## src/rtl/mem_arbiter_if.sv

```systemverilog
`default_nettype none
// +--------------------------------------------------------------------------+
// | mem_arbiter_if : requester and latch-memory bus bundle for mem_arbiter   |
// | Revision 1.0                                                             |
// +--------------------------------------------------------------------------+
interface mem_arbiter_if #(
    parameter int DATA_W = 8,
    parameter int ADDR_W = 3
);
    logic              req0;
    logic              req1;
    logic              op0;
    logic              op1;
    logic [ADDR_W-1:0] addr0;
    logic [ADDR_W-1:0] addr1;
    logic [DATA_W-1:0] wdata0;
    logic [DATA_W-1:0] wdata1;
    logic [1:0]        gnt;
    logic              ack0;
    logic              ack1;
    logic [DATA_W-1:0] rdata;
    logic              busy;
    logic [ADDR_W-1:0] mem_addr;
    logic              mem_rw;
    logic              mem_valid;
    logic [DATA_W-1:0] mem_wdata;
    logic [DATA_W-1:0] mem_rdata;

    // Arbiter side
    modport slave (
        input  req0, req1, op0, op1, addr0, addr1, wdata0, wdata1, mem_rdata,
        output gnt, ack0, ack1, rdata, busy, mem_addr, mem_rw, mem_valid, mem_wdata
    );

    // Requesters plus memory array side
    modport master (
        output req0, req1, op0, op1, addr0, addr1, wdata0, wdata1, mem_rdata,
        input  gnt, ack0, ack1, rdata, busy, mem_addr, mem_rw, mem_valid, mem_wdata
    );
endinterface
`default_nettype wire

```

## src/rtl/mem_arbiter.sv

```systemverilog
`default_nettype none
// +--------------------------------------------------------------------------+
// | mem_arbiter : round-robin two-port sequencer for the 8x8 latch memory    |
// | Revision 1.0                                                             |
// +--------------------------------------------------------------------------+
module mem_arbiter #(
    parameter int DATA_W        = 8,
    parameter int ADDR_W        = 3,
    parameter int STROBE_CYCLES = 1
) (
    input  wire logic       clk,
    input  wire logic       reset,
    mem_arbiter_if.slave    bus
);

    localparam int             CNT_W    = (STROBE_CYCLES > 1) ? $clog2(STROBE_CYCLES) : 1;
    localparam logic [CNT_W-1:0] CNT_LAST = CNT_W'(STROBE_CYCLES - 1);

    typedef enum logic [1:0] {
        IDLE   = 2'd0,
        SETUP  = 2'd1,
        STROBE = 2'd2,
        HOLD   = 2'd3
    } state_t;

    state_t           state;
    logic             last_served;
    logic [CNT_W-1:0] strobe_cnt;
    logic             pick1;

    // Requester 1 wins when alone, or on a tie when requester 0 was served last
    assign pick1 = bus.req1 && (!bus.req0 || !last_served);

    always_ff @(posedge clk or negedge reset) begin
        if (!reset) begin
            state         <= IDLE;
            last_served   <= 1'b1;
            strobe_cnt    <= '0;
            bus.gnt       <= 2'b00;
            bus.ack0      <= 1'b0;
            bus.ack1      <= 1'b0;
            bus.busy      <= 1'b0;
            bus.rdata     <= '0;
            bus.mem_addr  <= '0;
            bus.mem_rw    <= 1'b0;
            bus.mem_valid <= 1'b0;
            bus.mem_wdata <= '0;
        end else begin
            case (state)
                IDLE: begin
                    if (bus.req0 || bus.req1) begin
                        state         <= SETUP;
                        bus.busy      <= 1'b1;
                        bus.gnt       <= pick1 ? 2'b10 : 2'b01;
                        bus.mem_rw    <= pick1 ? bus.op1    : bus.op0;
                        bus.mem_addr  <= pick1 ? bus.addr1  : bus.addr0;
                        bus.mem_wdata <= pick1 ? bus.wdata1 : bus.wdata0;
                    end
                end
                SETUP: begin
                    state         <= STROBE;
                    bus.mem_valid <= 1'b1;
                    strobe_cnt    <= '0;
                end
                STROBE: begin
                    if (strobe_cnt == CNT_LAST) begin
                        state         <= HOLD;
                        bus.mem_valid <= 1'b0;
                        bus.ack0      <= bus.gnt[0];
                        bus.ack1      <= bus.gnt[1];
                        if (!bus.mem_rw) begin
                            bus.rdata <= bus.mem_rdata;
                        end
                    end else begin
                        strobe_cnt <= strobe_cnt + CNT_W'(1);
                    end
                end
                HOLD: begin
                    // Address/rw/data stay driven so the latch sees a clean hold phase
                    state       <= IDLE;
                    bus.ack0    <= 1'b0;
                    bus.ack1    <= 1'b0;
                    bus.gnt     <= 2'b00;
                    bus.busy    <= 1'b0;
                    last_served <= bus.gnt[1];
                end
                default: state <= IDLE;
            endcase
        end
    end

endmodule
`default_nettype wire
```

## src/flat_wrapper.sv

```systemverilog
// flat-port wrapper written by rule: the top's interface ports become plain ports
module mem_arbiter_flat 
#(
    parameter int DATA_W        = 8,
    parameter int ADDR_W        = 3,
    parameter int STROBE_CYCLES = 1
)
  (clk, reset, bus_req0, bus_req1, bus_op0, bus_op1, bus_addr0, bus_addr1, bus_wdata0, bus_wdata1, bus_mem_rdata, bus_gnt, bus_ack0, bus_ack1, bus_rdata, bus_busy, bus_mem_addr, bus_mem_rw, bus_mem_valid, bus_mem_wdata);
  mem_arbiter_if #(.DATA_W(DATA_W), .ADDR_W(ADDR_W)) bus_i ();
  input  wire logic clk;
  input  wire logic reset;
  input wire logic [$bits(bus_i.req0)-1:0] bus_req0;
  input wire logic [$bits(bus_i.req1)-1:0] bus_req1;
  input wire logic [$bits(bus_i.op0)-1:0] bus_op0;
  input wire logic [$bits(bus_i.op1)-1:0] bus_op1;
  input wire logic [$bits(bus_i.addr0)-1:0] bus_addr0;
  input wire logic [$bits(bus_i.addr1)-1:0] bus_addr1;
  input wire logic [$bits(bus_i.wdata0)-1:0] bus_wdata0;
  input wire logic [$bits(bus_i.wdata1)-1:0] bus_wdata1;
  input wire logic [$bits(bus_i.mem_rdata)-1:0] bus_mem_rdata;
  output wire logic [$bits(bus_i.gnt)-1:0] bus_gnt;
  output wire logic [$bits(bus_i.ack0)-1:0] bus_ack0;
  output wire logic [$bits(bus_i.ack1)-1:0] bus_ack1;
  output wire logic [$bits(bus_i.rdata)-1:0] bus_rdata;
  output wire logic [$bits(bus_i.busy)-1:0] bus_busy;
  output wire logic [$bits(bus_i.mem_addr)-1:0] bus_mem_addr;
  output wire logic [$bits(bus_i.mem_rw)-1:0] bus_mem_rw;
  output wire logic [$bits(bus_i.mem_valid)-1:0] bus_mem_valid;
  output wire logic [$bits(bus_i.mem_wdata)-1:0] bus_mem_wdata;
  assign bus_i.req0 = bus_req0;
  assign bus_i.req1 = bus_req1;
  assign bus_i.op0 = bus_op0;
  assign bus_i.op1 = bus_op1;
  assign bus_i.addr0 = bus_addr0;
  assign bus_i.addr1 = bus_addr1;
  assign bus_i.wdata0 = bus_wdata0;
  assign bus_i.wdata1 = bus_wdata1;
  assign bus_i.mem_rdata = bus_mem_rdata;
  assign bus_gnt = bus_i.gnt;
  assign bus_ack0 = bus_i.ack0;
  assign bus_ack1 = bus_i.ack1;
  assign bus_rdata = bus_i.rdata;
  assign bus_busy = bus_i.busy;
  assign bus_mem_addr = bus_i.mem_addr;
  assign bus_mem_rw = bus_i.mem_rw;
  assign bus_mem_valid = bus_i.mem_valid;
  assign bus_mem_wdata = bus_i.mem_wdata;
  mem_arbiter #(.DATA_W(DATA_W), .ADDR_W(ADDR_W), .STROBE_CYCLES(STROBE_CYCLES)) u_core (.clk(clk), .reset(reset), .bus(bus_i));
endmodule
```

## config.mk

```make
export PLATFORM = sky130hd
export DESIGN_NAME = mem_arbiter_flat
export DESIGN_NICKNAME = d
export VERILOG_FILES = /design/src/rtl/mem_arbiter_if.sv /design/src/rtl/mem_arbiter.sv /design/src/flat_wrapper.sv
export SDC_FILE = /design/constraint.sdc
export NUM_CORES = 1
export LEC_CHECK = 0
export CORE_MARGIN = 1.5
export CORE_UTILIZATION = 38
export DETAILED_ROUTE_END_ITERATION = 8
export GPL_ROUTABILITY_DRIVEN = 1
export PLACE_DENSITY = 0.75
export SETUP_SLACK_MARGIN = 0.2
export SYNTH_ARGS = -nofsm -noshare
export SYNTH_HDL_FRONTEND = slang
export SYNTH_SLANG_ARGS = --single-unit
export TNS_END_PERCENT = 1
```

## constraint.sdc

```tcl
create_clock -name clk -period 1.7 [get_ports clk]
set_input_delay 0.34 -clock clk [delete_from_list [all_inputs] [get_ports clk]]
set_output_delay 0.34 -clock clk [all_outputs]
set_load 0.03 [all_outputs]
```

# Word level (Yosys, flattened, before mapping)
# Index checks and enable logic that the tools add are counted.
dict set report word_totals {
  out_inout_bits 26
  in_bits 36
  register_bits 30
}
dict set report classes {
  n_mux 19
  n_reduce_logical 15
  addsub 1
  bitwise 2
  eq_ne 5
}
# operator count
set ops {}
lappend ops {{case mux 1 bit (2 select lines)} 5}
lappend ops {{AND reduction 2 bit} 5}
lappend ops {{two-way mux 2 bit} 4}
lappend ops {{two-way mux 8 bit} 1}
lappend ops {{case mux 2 bit (4 select lines)} 1}
lappend ops {{two-way mux 1 bit} 6}
lappend ops {{nonzero test 2 bit} 3}
lappend ops {{equality test 2 bit (second input constant)} 2}
lappend ops {{case mux 2 bit (2 select lines)} 1}
lappend ops {{two-way mux 3 bit} 1}
lappend ops {{AND reduction 3 bit} 1}
lappend ops {{equality test 2 x 1 -> 1 bit (second input constant)} 1}
lappend ops {{logical NOT 1 bit} 2}
lappend ops {{logical NOT 2 bit} 1}
lappend ops {{logical OR 1 bit} 2}
lappend ops {{inequality test 2 x 1 -> 1 bit (second input constant)} 1}
lappend ops {{inequality test 2 bit (second input constant)} 1}
lappend ops {{NOT 1 bit} 2}
lappend ops {{adder 1 bit (second input constant)} 1}
lappend ops {{logical AND 1 bit} 1}

# Longest topological paths before layout
dict set report logic_depth {
  ltp_word 6
  ltp_mapped 6
  ltp_nobuf 5
}

# Worst setup path before layout
# Ideal clock, no wire load.
dict set report synth_path {
  path_kind {reg2reg}
  from {reg u_core.state[0]}
  to {reg u_core.state[1]}
  t_required_ps 1575
  setup_slack_ps 224
  synth_period_minus_slack_ps 1476
  stages_incl_launch_ff 5
  setup_ps 125
  n_path_buf 0
  t_arrival_ps 1351
  cell_sequence {dfrtp_1 inv_1 ha_1 nor3b_4 mux2_2}
}
dict set report synth_between {
  elab_chain_cells 3
  word_cells_on_any_way 8
  cone_classes {eq/ne (5); mux (1); reduce/logical (2)}
}
# element line
set synth_rtl {}
lappend synth_rtl {{from (decl)} mem_arbiter.sv:26} ;# state_t state;
lappend synth_rtl {{from (signal assigned)} mem_arbiter.sv:36} ;# state <= IDLE;
lappend synth_rtl {{from (signal assigned)} mem_arbiter.sv:52} ;# state <= SETUP;
lappend synth_rtl {{from (signal assigned)} mem_arbiter.sv:61} ;# state <= STROBE;
lappend synth_rtl {{equality test 2 bit / logical NOT 2 bit (equally long branches)} mem_arbiter.sv:49} ;# case (state)
lappend synth_rtl {{inequality test 2 bit (no line) / inequality test 2 x 1 -> 1 bit (equally long branches)} -}
lappend synth_rtl {{AND reduction 2 bit (no line)} -}
# Parallel ways exist; a longest one is shown, timed or not.
# A chain may end at the register's enable or synchronous reset.

# Final worst setup path
dict set report layout_path {
  from {reg u_core.bus.gnt[1]}
  to {out bus_gnt[1]}
}
# element line
set layout_lines {}
lappend layout_lines {{from (decl)} mem_arbiter_if.sv:32} ;# output gnt, ack0, ack1, rdata, busy, mem_addr, mem_rw, mem_valid, mem_wdata
lappend layout_lines {{from (signal assigned)} mem_arbiter.sv:54} ;# bus.gnt <= pick1 ? 2'b10 : 2'b01;
lappend layout_lines {{to (decl)} flat_wrapper.sv:21} ;# output wire logic [$bits(bus_i.gnt)-1:0] bus_gnt;
# No word-level cell between the ends.

==> flow_summary.json <==
{
  "status": "complete, no violations",
  "rr_startpoint": "u_core.state[0]",
  "floorplan.die_area_sq_mm": 0.00387,
  "first_pass_iters": 4,
  "ir_worst_vdd_mv": 0.825,
  "path_class": "register to output port",
  "grtUsageTotal_pct": 16.9,
  "drt_first_iter_violations": 33,
  "setup_viol": 0,
  "via_count": 1135,
  "slew_violations": 0,
  "cts_tree": "yes",
  "grt_pass1_vias": 1073,
  "wl_um": 3000,
  "grt_antenna_before_repair": 0,
  "layout.nets": 231,
  "grt_pass1_wl_um": 5020,
  "fin_hold_ws_ns": 0.395,
  "hp-class": "input port to async pin",
  "clkSinkCount": 29,
  "core-area_sq_mm": 0.00334,
  "clock_skew_ns": 0.00200,
  "cts-buffers-inserted": 5,
  "root_buffer": "clkbuf_4",
  "crit_buf_inv": 1,
  "rsz0062_at_grt": "yes",
  "pwr_density_cell_mw_per_mm2": 1800,
  "layout_worst_path_cycle_share_pct": 85.6,
  "required_ns": 1.36,
  "cp_slowest_stage_delay_ns": 0.41,
  "end_kind": "output port",
  "io_buffers": 61,
  "worst_r2r_endpoint": "u_core.bus.rdata[2]",
  "drive_gt1_share_pct": 16.2,
  "startpoint_type": "register",
  "utilization_pct": 61.6,
  "vias_per_cell": 4.79,
  "r2r_cells": 5,
  "max_freq_mhz": 687,
  "dpl.hpwl_um": 2300,
  "dp_cells": 227,
  "gp_congestion": 0.732,
  "cp_slowest_cell": "dfrtp_1",
  "yosysUniqueCellTypes": 22,
  "grt_max_degree": 30,
  "reg2reg_slack_ns": 0.25,
  "path_depth": 1,
  "h-tree-depth": 2,
  "final_antenna_net_count": 0,
  "drv_cap": 0,
  "yosysSeqAreaShare_pct": 54.6,
  "std_cell_rows": 21,
  "arrival_ns": 1.11,
  "netlist_instances": 120,
  "ios": 62,
  "die_x_um": 62.2,
  "critPathTopFamily": "flip-flops",
  "finalCriticalPeriod_ns": 1.45,
  "avgSynthCellArea_sq_um": 11.1,
  "p_total_w": 0.00370,
  "wire_per_inst_um": 12.7,
  "ys_warn_count": 0,
  "fp.dieH_um": 62.2,
  "drc_errors": 0,
  "ys_seq_elements": 29,
  "grt-ovfl-total": 0,
  "layoutNonFillerInstCount": 237,
  "final_hold_viol_count": 0,
  "syn_nets": 161,
  "worstSkewPairLatency_ns": 0.32,
  "crit_path_cell_trace": "clkdlybuf4s15_1",
  "setup_tns_ns": 0,
  "worst_slew_pin_slew_ns": 0.349,
  "netlist_area_sq_mm": 0.00133,
  "clkTransAtPathRegs_ns": 0.08,
  "hold_buffers": 0,
  "leakage_nw": 0.922,
  "n_antenna_cell": 0,
  "areaGrowthSynthToFinish_pct": 54.2,
  "clock_path_buffers": 2,
  "max_slew_margin_pct": 76.7,
  "worst-path-max-fanout": 4,
  "initial_core_util_pct": 39.9
}
Yosys cell counts:
| master | instances | area [sq um] |
|---|---|---|
| o41ai_2 | 1 | 16.3 |
| o31ai_1 | 1 | 7.51 |
| inv_1 | 3 | 11.3 |
| nand2_1 | 25 | 93.8 |
| o21a_4 | 1 | 15.0 |
| a21bo_4 | 1 | 16.3 |
| a31oi_1 | 12 | 75.1 |
| mux2_2 | 10 | 113 |
| nor3b_4 | 1 | 18.8 |
| buf_4 | 2 | 15.0 |
| dfrtp_1 | 28 | 701 |
| o21ai_0 | 4 | 20.0 |
| a21boi_2 | 1 | 11.3 |
| dfstp_2 | 1 | 26.3 |
| nor3_1 | 1 | 5.00 |
| buf_6 | 2 | 22.5 |
| mux2i_1 | 3 | 30.0 |
| nor2_1 | 15 | 56.3 |
| a21oi_1 | 1 | 5.00 |
| buf_2 | 1 | 5.00 |
| nor2b_1 | 1 | 6.26 |
| ha_1 | 5 | 62.6 |
layout make-up:
type	instances	area, sq um
sequential	29	727
tap	46	57.6
clock buffer	8	58.8
inverter	3	11.3
multi-input combinational	83	554
fill	297	1280
timing repair buffer	68	646
registers in the layout, indices dropped and copies added, names as in the netlist:
signal / count
u_core.bus.mem_wdata: 8
u_core.bus.mem_rw: 1
u_core.last_served: 1
u_core.bus.mem_valid: 1
u_core.bus.busy: 1
u_core.bus.ack0: 1
u_core.state: 2
u_core.bus.mem_addr: 3
u_core.bus.gnt: 2
u_core.bus.rdata: 8
u_core.bus.ack1: 1
power by group:
group,switching [W],internal (W),total (W)
Clock,0.000215,0.000204,0.000418
Combinational,0.00121,0.000848,0.00206
Sequential,0.000187,0.00104,0.00123
Total,0.00161,0.00209,0.00370
worst max path at each step:
stage	startpoint	endpoint	slack, ns
floorplan	u_core.state[0]	u_core.state[1]	0.22
global placement	bus_req1	u_core.bus.gnt[1]	0.07
detailed placement	bus_req1	u_core.bus.gnt[1]	0.03
CTS	u_core.bus.gnt[1]	bus_gnt[1]	0.22
global route	u_core.state[1]	u_core.state[0]	0.19
finish	u_core.bus.gnt[1]	bus_gnt[1]	0.25
cells in the final DEF, fill, tap and decap left out, types with 2 or more instances in the layout:
cell type	instances
clkbuf_1	2
a31oi_1	12
nor2_1	15
mux2_2	10
dlygate4sd2_1	24
o21ai_0	4
dfrtp_1	28
mux2i_1	3
clkdlybuf4s50_1	35
nand2_1	25
clkdlybuf4s15_1	2
inv_1	2
buf_4	6
clkbuf_4	5
ha_1	4
cell families (layout without fill, tap and decap cells):
logic type,count (synthesis),count (layout),share of synthesized area (%)
DFF,29,29,54.6
AOI/OAI and AO/OA,22,22,12.5
buffers and inverters,8,79,4.04
adders and majority gates,5,5,4.69
muxes,13,13,10.7
and+or+nand+nor,43,43,13.5
stage by stage:
stage	cell area (sq um)	setup WS, ns
4_1_cts	2040	0.217
3_5_place_dp	2010	0.0349
5_1_grt	2050	0.185
2_1_floorplan	1330	0.224
6_report	2050	0.245
3_3_place_gp	2010	0.0694
metal layers:
metal	part of all wire (%)	track usage (%)	vias up
met5	0	0	-
met4	2.2	8.33	0
met3	7.2	6.70	8
met2	49	26.4	42
met1	42	20.4	529
li1	-	-	556
timing repair:
item | CTS | global route
buffers inserted | 0 | 2
resized for setup | 28 | 2
hold endpoints to repair | 0 | 0
endpoints found under the setup margin | 35 | 15
(Power assumes the default switching activity.)
==> edit 1, RTL diff (same settings) <==
The 4 states of `state_t` get a one-hot encoding in 4 bits.
--- a/src/rtl/mem_arbiter.sv
+++ b/src/rtl/mem_arbiter.sv
@@ -16,11 +16,11 @@
     localparam int             CNT_W    = (STROBE_CYCLES > 1) ? $clog2(STROBE_CYCLES) : 1;
     localparam logic [CNT_W-1:0] CNT_LAST = CNT_W'(STROBE_CYCLES - 1);
 
-    typedef enum logic [1:0] {
-        IDLE   = 2'd0,
-        SETUP  = 2'd1,
-        STROBE = 2'd2,
-        HOLD   = 2'd3
+    typedef enum logic [3:0] {
+        IDLE   = 4'b0001,
+        SETUP  = 4'b0010,
+        STROBE = 4'b0100,
+        HOLD   = 4'b1000
     } state_t;
 
     state_t           state;
Check against the original RTL: no difference found for any inputs over 10 cycles, from zero or initial values and one cycle with reset low; not proved beyond that.
==> edit 1 against the original RTL <==
Fmax shrank 9.4%; routed wire length grew 20%; cell area grew 3.0%; total power shrank 0.43%; count of clock-buffer cells in the layout shrank 1; combinational power shrank 6%; synthesized area grew 1.2%; worst setup slack lost 150 ps; utilization grew 1.4 points; sequential cell count grew 2.
==> edit 1: results (changes against the original RTL) <==
- Global placement routability congestion: 0.7458 (was 0.7321)
- Count of cells along the worst register-to-register path: 3 (was 5)
- Portion of the post-synthesis area used by sequential elements: 57.70% (was 54.55%)
- HPWL after detailed placement: 2.580 mm (was 2.302 mm)
- Via count of the first global-routing pass: 1189 (was 1073)
- Registers with the most flip-flops: u_core.bus.mem_wdata (8), u_core.bus.rdata (8), u_core.state (4) (was u_core.bus.mem_wdata (8), u_core.bus.rdata (8), u_core.bus.mem_addr (3))
- Endpoint of the lowest-slack register-to-register path: u_core.bus.gnt[0]$_DFFE_PN0P_ (was u_core.bus.rdata[2]$_DFFE_PN0P_)
- Wire length of the first global-routing pass: 5.802 mm (was 5.023 mm)
- Post-layout net count: 201 (was 231)
- Arrival time worst endpoint: 1820 ps (was 1110 ps)
- Number of violations reported at the end of detailed-routing iteration 0: 19 (was 33)
- Commonest cells post-synth: 29 x sky130_fd_sc_hd__dfrtp_1, 12 x sky130_fd_sc_hd__a2bb2oi_1, 12 x sky130_fd_sc_hd__o32ai_1 (was 28 x sky130_fd_sc_hd__dfrtp_1, 25 x sky130_fd_sc_hd__nand2_1, 15 x sky130_fd_sc_hd__nor2_1)
- Max FO, Critical Path: 5 (was 4)
- Global-route usage over all layers: 19.15% (was 16.92%)
- Metal-1 WL: 1.419 mm (was 1.263 mm)
- Leakage Power: 0.9106 nW (was 0.9217 nW)
- Mapped Nets: 132 (was 161)
- Maximum vdd drop: 0.8786 mV (was 0.8247 mV)
- Status: finished clean (unchanged)
- Worst-case hold slack: 386.7 ps (was 394.5 ps)
- Maximum clock skew at final layout: 12.09 ps (was 2.002 ps)
- Fraction of the mapped netlist area in compound gates: 19.76% (was 12.49%)
- Headroom to the max-slew limit: 67.11% (was 76.73%)
- Arithmetic-cell share of the synthesized area counting full adders, half adders and majority gates: 0% (was 4.695%)
- Number of distinct library cells after synthesis: 26 (was 22)
## edit 1: cell families after synthesis
group,count (synthesis)
simple gates,13
flops,31
mux,11
compound gates,31
buf+inv,10
## edit 1: worst max path at each step
stage                     slack, ps                         from  cells past startpoint                                   to
after floorplan                 150  u_core.state[1]$_DFFE_PN0P_                      4      u_core.bus.rdata[0]$_DFFE_PN0P_
after global placement         -130                     bus_req1                      4  u_core.bus.mem_wdata[3]$_DFFE_PN0P_
after detailed placement       -240                     bus_req1                      4  u_core.bus.mem_wdata[7]$_DFFE_PN0P_
after CTS                        90  u_core.state[1]$_DFFE_PN0P_                      4      u_core.bus.rdata[6]$_DFFE_PN0P_
after global routing             70  u_core.state[2]$_DFFE_PN0P_                      3        u_core.bus.gnt[0]$_DFFE_PN0P_
final                            90  u_core.state[2]$_DFFE_PN0P_                      3        u_core.bus.gnt[0]$_DFFE_PN0P_
## edit 1: metal layers
metal	up-vias	GRT usage, %
met5	-	0
met4	0	6.667
met3	7	6.306
met2	36	34.95
met1	558	20.61
li1	512	-
## edit 1: what timing repair did
item / 4_1_cts / 5_1_grt
gates cloned: 0 / 0
setup buffers: 0 / 1
pin swaps: 0 / 2
resized for setup: 34 / 14
hold buffers: 0 / 0
endpoints found under the setup margin: 50 / 29
## edit 1: per-stage QoR
step                instances  instance area [um2]  power (mW)  setup TNS, ps  worst slack (ps)
global route              212                 2117       3.882              0             69.36
global placement          203                 2024       3.315          -1407            -133.5
CTS                       211                 2061       3.617              0             86.13
finish                    212                 2117       3.686              0             94.34
floorplan                  96                 1350       2.534              0             153.1
detailed placement        203                 2024       3.373          -2558            -243.8
## edit 1: worst max-delay path, cell delays in order (launching register included)
cell and delay [ps]:
sky130_fd_sc_hd__dfrtp_2 460, sky130_fd_sc_hd__or4b_4 600, sky130_fd_sc_hd__and2_4 180, sky130_fd_sc_hd__mux2_2 250
## edit 1: cell type report
cell class | count | area, um2 | share of cell area, %
clock buffers | 7 | 45.04 | 2.128
clock inverters | 1 | 5.005 | 0.2364
inverters | 3 | 11.26 | 0.5319
multi-input cells | 55 | 564.3 | 26.65
flip-flops and latches | 31 | 782.0 | 36.94
well taps | 46 | 57.56 | 2.719
repair buffers | 69 | 651.9 | 30.79
## edit 1: power breakdown
group	switching (mW)	internal (mW)	total, mW
sequential	0.264	1.08	1.35
clock	0.245	0.161	0.406
combinational	1.04	0.890	1.93
==> edit 2, RTL diff (same settings) <==
Made on the original files. `DATA_W` is set to 8 in 3 places; all go to 12.
--- a/src/rtl/mem_arbiter_if.sv
+++ b/src/rtl/mem_arbiter_if.sv
@@ -4,7 +4,7 @@
 // | Revision 1.0                                                             |
 // +--------------------------------------------------------------------------+
 interface mem_arbiter_if #(
-    parameter int DATA_W = 8,
+    parameter int DATA_W = 12,
     parameter int ADDR_W = 3
 );
     logic              req0;
--- a/src/rtl/mem_arbiter.sv
+++ b/src/rtl/mem_arbiter.sv
@@ -4,7 +4,7 @@
 // | Revision 1.0                                                             |
 // +--------------------------------------------------------------------------+
 module mem_arbiter #(
-    parameter int DATA_W        = 8,
+    parameter int DATA_W        = 12,
     parameter int ADDR_W        = 3,
     parameter int STROBE_CYCLES = 1
 ) (
--- a/src/flat_wrapper.sv
+++ b/src/flat_wrapper.sv
@@ -1,7 +1,7 @@
 // flat-port wrapper written by rule: the top's interface ports become plain ports
 module mem_arbiter_flat 
 #(
-    parameter int DATA_W        = 8,
+    parameter int DATA_W        = 12,
     parameter int ADDR_W        = 3,
     parameter int STROBE_CYCLES = 1
 )
Ports: changed (5 resized); port bits go from 62 to 82. The function was not compared with the original's and may differ.
==> edit 2 against the original RTL <==
Combinational power increased by 43%; highest routed layer unchanged; critical path depth increased by 4; routed wire length rose by 37%; sequential cell count rose by 8; worst setup slack got worse by 46 ps; clock power increased by 38%; clock skew increased by 2.8 ps; total power rose by 37%; synthesized area grew 24%; non-clock buffer count up 22; die area up 23%; cell area rose by 36%.
==> edit 2: results (changes against the original RTL) <==
- Endpoint class of the critical path: register (was output pin)
- Routed wl met3: 406 um (was 215 um)
- Biggest area contributors in the synthesized netlist: sky130_fd_sc_hd__dfrtp_1 55%, sky130_fd_sc_hd__mux2_2 8.9%, sky130_fd_sc_hd__nand2_1 7.5%, sky130_fd_sc_hd__a31oi_1 6.1%, sky130_fd_sc_hd__nor2_1 4.3% (was sky130_fd_sc_hd__dfrtp_1 53%, sky130_fd_sc_hd__mux2_2 8.5%, sky130_fd_sc_hd__nand2_1 7.0%, sky130_fd_sc_hd__a31oi_1 5.6%, sky130_fd_sc_hd__ha_1 4.7%)
- Critical path capture point: u_core.bus.rdata[6]$_DFFE_PN0P_ (was bus_gnt[1])
- Worst-case hold slack: 504.6 ps (was 394.5 ps)
- Registers with the most flip-flops: u_core.bus.mem_wdata (12), u_core.bus.rdata (12), u_core.bus.mem_addr (3) (was u_core.bus.mem_wdata (8), u_core.bus.rdata (8), u_core.bus.mem_addr (3))
- Non-Clock Buffer Count: 90 (was 68)
- Count of flip-flops and latches: 37 (was 29)
- Fin area: 2793 um2 (was 2054 um2)
- Maximum vdd drop: 0.8587 mV (was 0.8247 mV)
- Mapped Nets: 203 (was 161)
- HPWL after detailed placement: 2.970 mm (was 2.302 mm)
- Global placement routability congestion: 0.7076 (was 0.7321)
- Met2 WL: 2.035 mm (was 1.456 mm)
- Minimum setup slack after placement: -29.38 ps (was 34.92 ps)
- Hold buffer count at CTS: 1 (was 0)
- FF-to-FF setup slack: 200 ps (was 250 ps)
- Cell Count, Final, Fillers Out: 291 (was 237)
- Leakage Power: 1.459 nW (was 0.9217 nW)
- Max FO, Critical Path: 12 (was 4)
- Number of clock buffers in the layout: 6 (was 8)
- Wire length of the first global-routing pass: 6.099 mm (was 5.023 mm)
- Commonest cells post-synth: 36 x sky130_fd_sc_hd__dfrtp_1, 33 x sky130_fd_sc_hd__nand2_1, 19 x sky130_fd_sc_hd__nor2_1 (was 28 x sky130_fd_sc_hd__dfrtp_1, 25 x sky130_fd_sc_hd__nand2_1, 15 x sky130_fd_sc_hd__nor2_1)
- Via count of the first global-routing pass: 1292 (was 1073)
- Total placed instance area: 2562 um2 (was 2008 um2)
- Mean number of vias per cell: 4.766 (was 4.789)
- Headroom to the max-slew limit: 74.54% (was 76.73%)
- Final-layout non-clock buffer area share: 35.62% (was 31.43%)
- Status: finished clean (unchanged)
- Port-buffer cells: 81 (was 61)
## edit 2: power by group
part,leakage (nW),internal (mW),switching (mW)
clock,0.0450,0.284,0.291
sequential,0.429,1.33,0.245
combinational,0.985,1.35,1.58
## edit 2: logic make-up after synthesis
| logic type | count (synthesis) | share of synthesized area [%] |
|---|---|---|
| AOI/OAI and AO/OA | 26 | 11.21 |
| adders and majority gates | 5 | 3.788 |
| buffers and inverters | 10 | 4.166 |
| DFF | 37 | 56.14 |
| muxes | 17 | 11.36 |
| and+or+nand+nor | 55 | 13.33 |
## edit 2: worst max-delay path, stage by stage, from the launching register on
cell and delay, ps:
sky130_fd_sc_hd__dfrtp_1 410, sky130_fd_sc_hd__inv_2 140, sky130_fd_sc_hd__ha_4 190, sky130_fd_sc_hd__and2b_2 170, sky130_fd_sc_hd__buf_12 140, sky130_fd_sc_hd__mux2_2 340
